[src/rtl/if_fetch_queue.sv]
// Fetch front end: single-outstanding instruction-bus fetch feeding a DEPTH-entry in-order decode queue.
// Return or faulting accept reaches dec_valid one cycle later; PCs accepted only when IDLE with a free slot, decode stalls via dec_ready.
module if_fetch_queue #(
    parameter int DEPTH  = 4,
    parameter int ADDR_W = 32,
    parameter int DATA_W = 32
) (
    input  logic                       clk,
    input  logic                       rst,
    input  logic [ADDR_W-1:0]          fetch_pc,
    input  logic [ADDR_W-1:0]          fetch_paddr,
    input  logic                       fetch_miss,
    input  logic                       fetch_invalid,
    input  logic                       fetch_illegal,
    input  logic                       fetch_valid,
    output logic                       fetch_ready,
    output logic                       bus_req,
    output logic [ADDR_W-1:0]          bus_addr,
    input  logic                       bus_gnt,
    input  logic                       bus_rvalid,
    input  logic [DATA_W-1:0]          bus_rdata,
    input  logic                       flush,
    output logic                       dec_valid,
    input  logic                       dec_ready,
    output logic [ADDR_W-1:0]          dec_pc,
    output logic [DATA_W-1:0]          dec_inst,
    output logic [2:0]                 dec_except,
    output logic [$clog2(DEPTH+1)-1:0] count
);

    localparam int PTR_W = $clog2(DEPTH);
    localparam int CNT_W = $clog2(DEPTH+1);

    typedef enum logic [1:0] {IDLE, WAIT_GNT, WAIT_DATA, DISCARD} state_t;

    state_t              state_q;
    logic                discard_q;
    logic                bus_req_q;
    logic [ADDR_W-1:0]   bus_addr_q;
    logic [ADDR_W-1:0]   pc_q;
    logic [PTR_W-1:0]    rd_ptr_q, rd_ptr_d;
    logic [PTR_W-1:0]    wr_ptr_q, wr_ptr_d;
    logic [CNT_W-1:0]    count_q, count_d;

    logic [ADDR_W-1:0]   pc_mem   [DEPTH];
    logic [DATA_W-1:0]   inst_mem [DEPTH];
    logic [2:0]          exc_mem  [DEPTH];

    logic [2:0]          acc_exc;
    logic                fault;
    logic                accept;
    logic                ret_enq;
    logic                enq;
    logic                deq;
    logic [ADDR_W-1:0]   enq_pc;
    logic [DATA_W-1:0]   enq_inst;
    logic [2:0]          enq_exc;

    // Misalignment is reported through the illegal flag.
    assign acc_exc = {fetch_illegal | (fetch_pc[1:0] != 2'b00), fetch_invalid, fetch_miss};
    assign fault   = |acc_exc;

    assign fetch_ready = ~rst & (state_q == IDLE) & (count_q < CNT_W'(DEPTH)) & ~flush;
    assign accept      = fetch_valid & fetch_ready;

    assign ret_enq  = (state_q == WAIT_DATA) & bus_rvalid & ~flush;
    assign enq      = ret_enq | (accept & fault);
    assign enq_pc   = ret_enq ? pc_q : fetch_pc;
    assign enq_inst = ret_enq ? bus_rdata : '0;
    assign enq_exc  = ret_enq ? 3'b000 : acc_exc;

    assign dec_valid  = (count_q != '0);
    assign deq        = dec_valid & dec_ready & ~flush;
    assign dec_pc     = pc_mem[rd_ptr_q];
    assign dec_inst   = inst_mem[rd_ptr_q];
    assign dec_except = exc_mem[rd_ptr_q];
    assign count      = count_q;
    assign bus_req    = bus_req_q;
    assign bus_addr   = bus_addr_q;

    // discard_q remembers a flush seen while still waiting for grant.
    always_ff @(posedge clk) begin
        if (rst) begin
            state_q    <= IDLE;
            discard_q  <= 1'b0;
            bus_req_q  <= 1'b0;
            bus_addr_q <= '0;
            pc_q       <= '0;
        end else begin
            case (state_q)
                IDLE: begin
                    if (accept && !fault) begin
                        pc_q       <= fetch_pc;
                        bus_addr_q <= fetch_paddr;
                        bus_req_q  <= 1'b1;
                        state_q    <= WAIT_GNT;
                    end
                end
                WAIT_GNT: begin
                    if (bus_gnt) begin
                        bus_req_q <= 1'b0;
                        discard_q <= 1'b0;
                        state_q   <= (flush || discard_q) ? DISCARD : WAIT_DATA;
                    end else if (flush) begin
                        discard_q <= 1'b1;
                    end
                end
                WAIT_DATA: begin
                    if (bus_rvalid) begin
                        state_q <= IDLE;
                    end else if (flush) begin
                        state_q <= DISCARD;
                    end
                end
                DISCARD: begin
                    if (bus_rvalid) begin
                        state_q <= IDLE;
                    end
                end
                default: state_q <= IDLE;
            endcase
        end
    end

    always_comb begin
        rd_ptr_d = rd_ptr_q;
        wr_ptr_d = wr_ptr_q;
        count_d  = count_q;
        if (flush) begin
            rd_ptr_d = '0;
            wr_ptr_d = '0;
            count_d  = '0;
        end else begin
            if (enq) wr_ptr_d = wr_ptr_q + 1'b1;
            if (deq) rd_ptr_d = rd_ptr_q + 1'b1;
            if (enq && !deq) begin
                count_d = count_q + 1'b1;
            end else if (!enq && deq) begin
                count_d = count_q - 1'b1;
            end
        end
    end

    always_ff @(posedge clk) begin
        if (rst) begin
            rd_ptr_q <= '0;
            wr_ptr_q <= '0;
            count_q  <= '0;
        end else begin
            rd_ptr_q <= rd_ptr_d;
            wr_ptr_q <= wr_ptr_d;
            count_q  <= count_d;
        end
    end

    always_ff @(posedge clk) begin
        if (enq) begin
            pc_mem[wr_ptr_q]   <= enq_pc;
            inst_mem[wr_ptr_q] <= enq_inst;
            exc_mem[wr_ptr_q]  <= enq_exc;
        end
    end

endmodule

[config.mk]
export PLATFORM = sky130hd
export DESIGN_NAME = if_fetch_queue
export DESIGN_NICKNAME = d
export VERILOG_FILES = /design/src/rtl/if_fetch_queue.sv
export SDC_FILE = /design/constraint.sdc
export NUM_CORES = 1
export LEC_CHECK = 0
export BUFFER_PORTS_ARGS = -buffer_cell sky130_fd_sc_hd__buf_2
export CAP_MARGIN = 40
export CORE_ASPECT_RATIO = 0.5
export CORE_MARGIN = 2
export CORE_UTILIZATION = 40
export CTS_CLUSTER_SIZE = 20
export DETAILED_ROUTE_END_ITERATION = 6
export PLACE_DENSITY = 0.65
export REMOVE_ABC_BUFFERS = 1
export SLEW_MARGIN = 15
export SYNTH_ARGS = -nofsm -noshare
export SYNTH_HDL_FRONTEND = slang
export SYNTH_SLANG_ARGS = --single-unit
[constraint.sdc]
create_clock -name clk -period 8.35 [get_ports clk]
set_input_delay 0.4175 -clock clk [delete_from_list [all_inputs] [get_ports clk]]
set_output_delay 0.4175 -clock clk [all_outputs]
set_load 0.02 [all_outputs]
==> flow_metrics.tcl, run 1 <==
set metrics [dict create \
    maxSlewViolCount 0 \
    finalSetupViolCount 0 \
    drtIter0Drc 396 \
    holdBufCountCts 0 \
    synth_edf_count 268 \
    rsz0062_at_grt "false" \
    layout_commonest_cell "edfxtp_1" \
    hold-worst-slack_ps 59.3 \
    synthAdderAreaFrac_pct 0.626 \
    antenna_left 0 \
    synth_top_family_by_area "multiplexers" \
    fin_crit_ps 3260 \
    cts_inserted_buffers 31 \
    cts_tree "built" \
    path_class "reg2out" \
    timing.rr.start "state_q[0]" \
    p_per_area_nw_per_um2 213 \
    start_util_pct 41.1 \
    nNetsFinal 1037 \
    ys_warn_count 0 \
    syn_area_um2 13200 \
    grt_pass1_vias 7407 \
    fmax_mhz 307 \
    ctsHtreeMaxLevel 1 \
    synthMuxAreaShare_pct 19.0 \
    die_width_um 261 \
    cp.arrival_ps 2840 \
    synthCells 704 \
    max_cap_violations 0 \
    layout_common_cells "edfxtp_1, buf_2, dfxtp_1, nor2_1, mux4_2" \
    finalHoldViolations 0 \
    hpwl_um 16500 \
    dpl.cell_count 1323 \
    avgViaCountPerCell 4.97 \
    num_vias 6887 \
    syn_avg_cell_area_um2 18.7 \
    worstHoldPathType "in2reg" \
    die-area_um2 34500 \
    cp-end-kind "output port" \
    clock_skew_ps 17.2 \
    clkSlewWorstSetupHoldPaths_ps 60 \
    ff2ff_path_depth 10 \
    ir_worst_vdd_mv 0.125 \
    antenna_found_initial 3 \
    cp-start-kind "register" \
    grt_max_degree 73 \
    synth_async_sr_flop_share_pct 0 \
    finalSetupTns_ps 0 \
    finalCritPeriodShare_pct 39.1 \
    dr.pass1.iters 4 \
    cts_buffer_depth 3 \
    p_leak_nw 5.85 \
    grt_util_all_layers_pct 15.4 \
    overflow 0 \
    post_cts_buffers 0 \
    place.gp.congestion 0.749 \
    final_cells 1385 \
    hold_start "bus_gnt" \
    fp-row-count 46 \
    io_buffers 210 \
    min_path_cells 2 \
    relSlewSlack_pct 44.7 \
    synth_xor_area_share_pct 0.266 \
    yosys_register_bits 345 \
    synthSimpleGateAreaFrac_pct 5.14 \
    synth_seq_area_share_pct 72.7 \
    synth_cell_type_count 42 \
    clkLatencyLatePin_ps 570 \
    synthFlopType "edfxtp_1" \
    drc 0 \
    core_um2 32100 \
    routed_wl_um 26600 \
    pin_count 211 \
    die_h_um 132 \
    drive_gt1_share_pct 40.4 \
    outcome "finished clean" \
    crit_path_max_fanout 24 \
    drt-wirelength-per-cell_um 19.2 \
    root_buffer "clkbuf_16" \
    worst_slew_pin_slew_ps 829 \
    synth_compound_area_share_pct 0.731 \
    ctsResizeCount 0 \
    crit_required_ps 7930 \
    cts_sinks 345 \
    area_delta_synth_final_pct 20.7 \
    grt_pass1_wl_um 41400 \
]
==> synthesized netlist by cell type, drive strengths merged, types with 2 or more instances <==
library cell | n | share of area [%]
or3 | 2 | 0.095
dfxtp | 77 | 12
and2 | 32 | 1.5
nor3 | 4 | 0.23
edfxtp | 268 | 61
inv | 4 | 0.11
nor2b | 7 | 0.33
nor2 | 73 | 2.1
clkbuf | 14 | 0.41
a211oi | 2 | 0.21
ha | 5 | 0.47
xor2 | 4 | 0.27
and3b | 2 | 0.13
nand2 | 2 | 0.057
a21oi | 4 | 0.15
o21ai | 2 | 0.076
mux2 | 32 | 2.7
mux2i | 63 | 4.8
buf | 25 | 1.0
mux4 | 67 | 11
or2 | 2 | 0.095
==> logic make-up after synthesis <==
family	after synthesis
DFF	345
muxes	162
and+or+nand+nor	132
buffers and inverters	43
AOI/OAI and AO/OA	12
adders and majority gates	6
xor gates and xnor gates	4
==> report_power, final <==
part	switching [mW]	internal [mW]	total, mW
registers	0.00493	1.85	1.86
clock network	0.605	0.793	1.40
logic	0.0728	0.0552	0.128
==> area by class of cell <==
| class | count | area (um^2) |
|---|---|---|
| Fill cell | 2624 | 16200 |
| Sequential cell | 345 | 9600 |
| Multi-Input combinational cell | 316 | 3420 |
| Timing Repair Buffer | 227 | 1330 |
| Clock buffer | 45 | 838 |
| Tap cell | 432 | 541 |
| Clock inverter | 13 | 154 |
| Inverter | 4 | 15.0 |
| Antenna cell | 3 | 7.51 |
==> flip-flops by register name, indices dropped and copies added, names as in the netlist, named ones only <==
| name | count |
|---|---|
| state_q | 2 |
| rd_ptr_q | 2 |
| bus_addr | 32 |
| exc_mem | 12 |
| pc_mem | 128 |
| count | 3 |
| inst_mem | 128 |
| discard_q | 1 |
| wr_ptr_q | 2 |
| bus_req | 1 |
| pc_q | 32 |
==> through the flow <==
step	utilization, %	power, mW	setup slack, ps	area [um^2]
global placement	45.8	2.02	4930	14700
floorplan	-	1.96	2770	13000
detailed placement	46.4	2.02	4900	14900
CTS	49.5	3.42	4970	15900
finish	49.6	3.38	5090	15900
global route	49.6	3.50	4860	15900
==> path summary, 6_finish.rpt <==
kind                                   end  slack (ps)
worst min register to register     bus_req         470
worst max register to register    count[2]        5520
worst max-delay path            dec_pc[26]        5090
worst min-delay path             discard_q          60
==> layer usage <==
| metal | global-route usage, % | share of wire (%) | wire [um] |
|---|---|---|---|
| met2 | 27.9 | 53 | 14100 |
| met4 | 4.16 | 2.1 | 568 |
| met3 | 2.50 | 3.8 | 998 |
| met5 | 0 | 0 | 0 |
| met1 | 19.1 | 41 | 10900 |
==> critical path: stages (launching register included) <==
cell	delay, ps
dfxtp_4	670
buf_4	510
buf_12	300
mux4_2	580
buf_2	190
Power figures use the tool's default switching activity.
==> run 2, diff against run 1 <==
--- a/config.mk
+++ b/config.mk
@@ -12,7 +12,7 @@
 export CORE_UTILIZATION = 40
 export CTS_CLUSTER_SIZE = 20
 export DETAILED_ROUTE_END_ITERATION = 6
-export PLACE_DENSITY = 0.65
+export PLACE_DENSITY = 0.67
 export REMOVE_ABC_BUFFERS = 1
 export SLEW_MARGIN = 15
 export SYNTH_ARGS = -nofsm -noshare
==> constraint.sdc (replaced) <==
create_clock -name clk -period 2.8 [get_ports clk]
set_input_delay 0.14 -clock clk [delete_from_list [all_inputs] [get_ports clk]]
set_output_delay 0.14 -clock clk [all_outputs]
set_load 0.02 [all_outputs]
==> flow_metrics.tcl, run 2 (synthesis results as in run 1) <==
set metrics [dict create \
    layout_common_cells "edfxtp_1, buf_2, dlygate4sd3_1, dfxtp_1, nor2_1" \
    num_vias 7353 \
    path_delay_family "simple AND/OR/NAND/NOR gates" \
    path_buf_inv 2 \
    met3_usage_pct 2.65 \
    grt_util_all_layers_pct 16.4 \
    ff2ff_setup_slack_ps 220 \
    die_width_um 261 \
    ff2ff_path_depth 10 \
    timing.rr.start "state_q[0]" \
    cp-start-kind "register" \
    antenna_cells 0 \
    max_cap_violations 0 \
    grt_pass1_vias 8043 \
    path_class "reg2reg" \
    layout_setup_ws_ps 216 \
    min_to "exc_mem[1][2]" \
    dpl.cell_count 1324 \
    finalSetupViolCount 0 \
    top_regs "inst_mem x128, pc_mem x128" \
    pin_count 211 \
    hpwl_um 16300 \
    cpMostUsedCell "inv_1" \
    fp-row-count 46 \
    grt_pass1_wl_um 44000 \
    p_total_mw 10.2 \
    final_cells 1483 \
    power_frac_seq_pct 54.1 \
    drt-wirelength-per-cell_um 19.0 \
    busiest_layer "met2" \
    ctsHtreeMaxLevel 1 \
    finalHoldViolations 0 \
    switching_power_mw 2.07 \
    ir_worst_vdd_mv 0.371 \
    root_buffer "clkbuf_16" \
    overflow 0 \
    p_per_area_nw_per_um2 605 \
    crit_path_max_fanout 5 \
    drtIter0Drc 394 \
    dpl_worst_slack_ps 235 \
    combPwrFrac_pct 4.9 \
    switching_share_pct 20.2 \
    hold-worst-slack_ps 85.2 \
    rsz0062_at_grt "false" \
    max_stage_delay_ps 570 \
    cts_buffer_depth 3 \
    nFillCells 2498 \
    cts_inserted_buffers 30 \
    routed_wl_um 28200 \
    core_um2 32100 \
    finalCritPeriodShare_pct 92.3 \
    maxSlewViolCount 0 \
    grt_max_degree 72 \
    area_delta_synth_final_pct 28.4 \
    min_path_cells 3 \
    cp.arrival_ps 3070 \
    met2_usage_pct 31.1 \
    finalSetupTns_ps 0 \
    die-area_um2 34500 \
    post_cts_buffers 0 \
    cp-end-kind "register" \
    crit_required_ps 3280 \
    holdBufCountCts 103 \
    worst_slew_pin_slew_ps 862 \
    antenna_found_initial 0 \
    avgViaCountPerCell 4.96 \
    cts_tree "built" \
    layout_commonest_cell "edfxtp_1" \
    rr_endpoint "count[2]" \
    p_leak_nw 6.28 \
    place.gp.congestion 0.750 \
    relSlewSlack_pct 42.6 \
    grt.met1_usage_pct 19.3 \
    drc 0 \
    cts_sinks 345 \
    drive_gt1_share_pct 37.3 \
    io_buffers 210 \
    clkSlewWorstSetupHoldPaths_ps 60 \
    path_cells "or4b_4 > a211oi_4 > nor2_2 > inv_1 > ha_1 > inv_1 > fa_1 > xor2_1 > or3_1 > a21oi_1" \
    dr.pass1.iters 4 \
    start_util_pct 41.1 \
    worstHoldPathType "in2reg" \
    nNetsFinal 1139 \
    cpMaxStageDelayCell "or4b_4" \
    antenna_left 0 \
    hold_start "fetch_illegal" \
    outcome "finished clean" \
    fmax_mhz 387 \
    worstSetupPathDepth 10 \
    fin_crit_ps 2580 \
    clkLatencyLatePin_ps 570 \
    clkPwrFrac_pct 41.0 \
    p_int_mw 8.17 \
    die_h_um 132 \
    ctsResizeCount 0 \
    clock_skew_ps 24.8 \
]
run 2: cell types whose count changed in the layout (fill, tap and decap cells not counted), sizes merged:
cell,previous run,this run
dlygate4sd3,0,103
clkbuf,45,43
clkinvlp,0,2
diode,3,0
inv,6,4
run 2: power by group through the flow:
stage | Clock, mW | Combinational (mW) | Sequential, mW
3_3_place_gp | 0 | 0.380 | 5.65
6_report | 4.20 | 0.501 | 5.54
5_1_grt | 4.47 | 0.534 | 5.54
4_1_cts | 4.29 | 0.504 | 5.54
2_1_floorplan | 0 | 0.184 | 5.66
3_5_place_dp | 0 | 0.386 | 5.65
run 2: metrics by stage:
stage	utilization, %	area (um^2)
after floorplan	-	13000
after global placement	46.3	14900
after detailed placement	46.4	14900
after CTS	52.8	16900
after global routing	52.8	16900
final	52.8	16900
run 2: worst max path at each step:
stage,start,endpoint
floorplan,state_q[0],exc_mem[0][0]
global placement,state_q[0],count[2]
detailed placement,state_q[0],count[2]
CTS,state_q[0],count[2]
global route,state_q[0],count[2]
finish,state_q[0],count[2]
run 2: tightest hold or removal path, cell delays in order:
cell and delay, ps:
buf_2 80, nor3_2 60, nor2_1 190
run 2: layout make-up:
| type | count | area [um^2] | area share (%) |
|---|---|---|---|
| clock inverter | 13 | 164 | 0.968 |
| multi-input combinational | 316 | 3420 | 20.2 |
| inverter | 4 | 15.0 | 0.0887 |
| tap | 432 | 541 | 3.19 |
| clock buffer | 43 | 845 | 4.99 |
| sequential | 345 | 9600 | 56.7 |
| timing repair buffer | 330 | 2340 | 13.8 |
run 2: layer usage:
layer / vias to the layer above / wire length, um
met1: 3809 / 11400
met5: - / 0
met3: 42 / 908
met4: 0 / 551
met2: 125 / 15400
li1: 3377 / -
